`config.mk`:
```
export PLATFORM = sky130hd
export DESIGN_NAME = feature_weight_loader
export DESIGN_NICKNAME = d
export VERILOG_FILES = /design/src/rtl/feature_weight_loader.sv
export SDC_FILE = /design/constraint.sdc
export NUM_CORES = 1
export LEC_CHECK = 0
export ABC_AREA = 1
export CAP_MARGIN = 40
export CORE_MARGIN = 2
export CORE_UTILIZATION = 35
export CTS_CLUSTER_DIAMETER = 60
export DETAILED_ROUTE_END_ITERATION = 6
export PLACE_DENSITY_LB_ADDON = 0.3
export SLEW_MARGIN = 5
export SYNTH_ARGS = -nofsm -noshare
export SYNTH_HDL_FRONTEND = slang
export SYNTH_SLANG_ARGS = --single-unit
```
`constraint.sdc`:
```
create_clock -name clk -period 3.5 [get_ports clk]
set_clock_uncertainty 0.15 [all_clocks]
set_input_delay 0.7 -clock clk [delete_from_list [all_inputs] [get_ports clk]]
set_output_delay 0.7 -clock clk [all_outputs]
set_load 0.02 [all_outputs]
```
`src/rtl/feature_weight_loader.sv`:
```
// feature_weight_loader: packs a serial signed weight stream into kernel
// vectors, strobes each into feature memory, flags done after the last one.
module feature_weight_loader #(
  parameter int KERNEL_SIZE  = 4,
  parameter int NUM_FEATURES = 3,
  parameter int DATA_WIDTH   = 8
) (
  input  logic                         clk,
  input  logic                         rst,
  input  logic                         start,
  input  logic signed [DATA_WIDTH-1:0] weight_in,
  input  logic                         weight_valid,
  output logic                         weight_ready,
  output logic signed [DATA_WIDTH-1:0] feature_weights_out [KERNEL_SIZE*KERNEL_SIZE],
  output logic [1:0]                   address_w,
  output logic                         feature_WrEn,
  output logic                         busy,
  output logic                         load_done
);

  localparam int NE = KERNEL_SIZE * KERNEL_SIZE;
  localparam int EW = $clog2(NE) + 1;

  localparam logic [1:0] S_IDLE  = 2'd0;
  localparam logic [1:0] S_LOAD  = 2'd1;
  localparam logic [1:0] S_WRITE = 2'd2;
  localparam logic [1:0] S_DONE  = 2'd3;

  localparam logic [EW-1:0] LAST_ELEM = EW'(NE - 1);
  localparam logic [1:0]    LAST_FEAT = 2'(NUM_FEATURES - 1);

  logic [1:0]    state;
  logic [EW-1:0] elem_cnt;
  logic [1:0]    feat_cnt;

  assign weight_ready = (state == S_LOAD);
  assign busy         = (state != S_IDLE);

  always_ff @(posedge clk) begin
    if (!rst) begin
      state        <= S_IDLE;
      elem_cnt     <= '0;
      feat_cnt     <= '0;
      address_w    <= '0;
      feature_WrEn <= 1'b1;
      load_done    <= 1'b0;
      for (int i = 0; i < NE; i++)
        feature_weights_out[i] <= '0;
    end else begin
      unique case (state)
        S_IDLE: begin
          if (start) begin
            state     <= S_LOAD;
            elem_cnt  <= '0;
            feat_cnt  <= '0;
            load_done <= 1'b0;
          end
        end
        S_LOAD: begin
          if (weight_valid) begin
            feature_weights_out[elem_cnt[EW-2:0]] <= weight_in;
            elem_cnt <= elem_cnt + 1'b1;
            // last beat: strobe goes low on this same edge
            if (elem_cnt == LAST_ELEM) begin
              state        <= S_WRITE;
              feature_WrEn <= 1'b0;
              address_w    <= feat_cnt;
            end
          end
        end
        S_WRITE: begin
          feature_WrEn <= 1'b1;
          if (feat_cnt == LAST_FEAT) begin
            state <= S_DONE;
          end else begin
            state    <= S_LOAD;
            feat_cnt <= feat_cnt + 1'b1;
            elem_cnt <= '0;
          end
        end
        S_DONE: begin
          load_done <= 1'b1;
          state     <= S_IDLE;
        end
      endcase
    end
  end

endmodule
```
==> impl_metrics.csv <==
group,metric,value,unit
synthesis,synth_cells,698,
power_and_ir_drop,powerDensity,497,nW/um^2
sta,min_period_over_period,72.6,%
detailed_routing,vias_per_cell,4.97,
power_and_ir_drop,power.leakage,3.03,nW
global_route,grt_pass1_vias,4566,
sta,finalHoldViolations,0,
clocking,cts_tree,"done",
detailed_routing,vias,5119,
global_route,antenna_found_initial,0,
critical_path,critPathSlowestCell,"clkdlybuf4s50_1",
synthesis,yosysTopAreaCell,"dfxtp_1",
detailed_routing,dr.first_iter.drc_count,394,
floorplan,die-area,16200,sq um
placement,dp_hpwl,10400,um
floorplan,fp.coreArea,15000,sq um
clocking,cts_htree_levels,4,
final_layout,fillers,1450,
clocking,cts_root_buf,"clkbuf_16",
run,cap_violations,0,
detailed_routing,drc_errors,0,
sta,min_period,2540,ps
global_route,track_usage,19.8,%
synthesis,synth_area_leaders,"dfxtp_1 (53%), nor2_1 (15%), o21ai_0 (12%), nor3_1 (6.1%), nand2_1 (2.5%)",
synthesis,yosysWarnings,0,
global_route,overflow,0,
final_layout,mostFrequentLayoutCell,"nor2_1",
synthesis,ys_seq_area_share,53.1,%
floorplan,io-pin-count,146,
final_layout,syn2layout_area_growth,42.5,%
floorplan,die_x,127,um
clocking,ctsHoldBuffers,0,
final_layout,nNetsFinal,850,
clocking,cts.sinks,141,
sta,slew_headroom,57.2,%
synthesis,synth_area_per_cell,7.61,sq um
sta,fmax,394,MHz
synthesis,syn_area,5310,sq um
sta,setup_viol,0,
critical_path,worstSetupStartpointType,"register",
global_route,grt_pass1_wl,24900,um
floorplan,start_util,35.3,%
critical_path,worstSetupEndpointType,"output pin",
clocking,clkSlewWorstSetupHoldPaths,60,ps
run_status,status,"completed",
synthesis,yosys.area.top_type_share,53.1,%
clocking,clockBufferDepth,2,
sta,setup_tns,0,ps
critical_path,cp.required,2650,ps
clocking,clkLatencyLatePin,410,ps
global_route,grt_start_max_net_pins,73,
final_layout,antenna_cells,0,
detailed_routing,drt_wl_total,16300,um
critical_path,crit_path_max_fanout,6,
synthesis,synth_cell_type_count,20,
sta,slew_violations,0,
detailed_routing,route.detailed.wl_per_inst,15.8,um
critical_path,crit_type,"reg -> out",
detailed_routing,first_pass_iters,5,
final_layout,layout-drive-gt1-share,6.88,%
power_and_ir_drop,ir_drop,0.000311,V
synthesis,synth_nets,716,
sta,worst_pin_slew,642,ps
critical_path,r2r_setup_slack,1450,ps
floorplan,die_y,127,um
placement,post-place-ws,864,ps
floorplan,row_count,45,
sta,fin_ws,960,ps
placement,place.gp.congestion,0.765,
detailed_routing,postRouteAntennaNets,0,
sta,rsz0062_at_grt,"false",
clocking,ctsResizeCount,0,
clocking,post-cts-setup-buffers,0,
critical_path,max_stage_delay,620,ps
critical_path,crit_buf_inv,2,
synthesis,ys_seq_elements,141,
final_layout,final_cell_mix,"nor2_1 (215), clkdlybuf4s50_1 (144), dfxtp_1 (141)",
critical_path,critPathTopFamily,"buffers and inverters",
clocking,cts_buffers,17,
critical_path,crit_chain,"inv_2 > nor2_4 > clkdlybuf4s50_1",
placement,io_buffers,145,
critical_path,critPathArrivalTime,1690,ps
min_path,hold_path_class,"reg -> reg",
[kinds of logic after synthesis]
| family | share of synthesized area [%] |
|---|---|
| DFF | 53.1 |
| buffers and inverters | 5.02 |
| AOI/OAI and AO/OA | 13.4 |
| adders and majority gates | 1.41 |
| xor gates and xnor gates | 0.165 |
| and+or+nand+nor | 26.8 |
[per-stage QoR]
step / total power [mW] / instances / hold slack (ps) / utilization, % / cell area [sq um]
floorplan: 1.85 / 698 / 295 / - / 5310
global placement: 1.96 / 993 / 302 / 45.6 / 6860
detailed placement: 1.97 / 1001 / 312 / 46.4 / 6980
CTS: 3.79 / 1031 / 321 / 50.4 / 7570
global route: 3.89 / 1031 / 342 / 50.4 / 7570
finish: 3.76 / 1031 / 314 / 50.4 / 7570
[report_power, final]
| group | internal (mW) | switching, mW | total (mW) | leakage, nW |
|---|---|---|---|---|
| registers | 1.63 | 0.0217 | 1.65 | 1.14 |
| clock network | 1.16 | 0.657 | 1.82 | 0.295 |
| logic | 0.0960 | 0.192 | 0.288 | 1.60 |
[worst paths after layout]
check                           cells after the start                                    to                    from
worst max-delay path                                3                          weight_ready   state[0]$_SDFFE_PN0P_
worst min-delay path                                2                load_done$_SDFFE_PN0P_  load_done$_SDFFE_PN0P_
worst max register to register                      7  feature_weights_out[22]$_SDFFE_PN0P_   state[0]$_SDFFE_PN0P_
worst min register to register                      2                load_done$_SDFFE_PN0P_  load_done$_SDFFE_PN0P_
[synthesized netlist by cell type, drive strengths merged]
master / instances
nand2: 41
buf: 18
o211ai: 1
xnor2: 1
nand4: 1
dfxtp: 141
clkbuf: 23
ha: 6
inv: 26
o21ai: 132
nor2: 227
a21oi: 9
nor3: 65
nand3: 7
[final cells by class]
cell class                      instances  area, sq um  area share (%)
Tap cell                              188          235            3.11
Sequential cell                       141         2820            37.3
Timing Repair Buffer                  156         1600            21.2
Inverter                               26         97.6            1.29
Clock inverter                          8          115            1.52
Clock buffer                           22          474            6.26
Multi-Input combinational cell        490         2220            29.4
[layer usage]
metal | track usage (%) | vias to the layer above | wire [um]
li1 | - | 2546 | -
met4 | 5.88 | 0 | 178
met3 | 7.33 | 16 | 1280
met1 | 27.6 | 2380 | 7860
met2 | 28.7 | 177 | 6990
met5 | 0 | - | 0
[registers in the layout, indices dropped and copies added (netlist names)]
register             cells
feature_weights_out    128
load_done                1
feature_WrEn             1
elem_cnt                 5
feat_cnt                 2
state                    2
address_w                2
[tightest hold or removal path, stage by stage, from the launching register on]
cell and delay [ps]:
dfxtp_1 310, nand2_1 60, a21oi_1 50
Note: power is estimated with default switching activity, not from simulation.
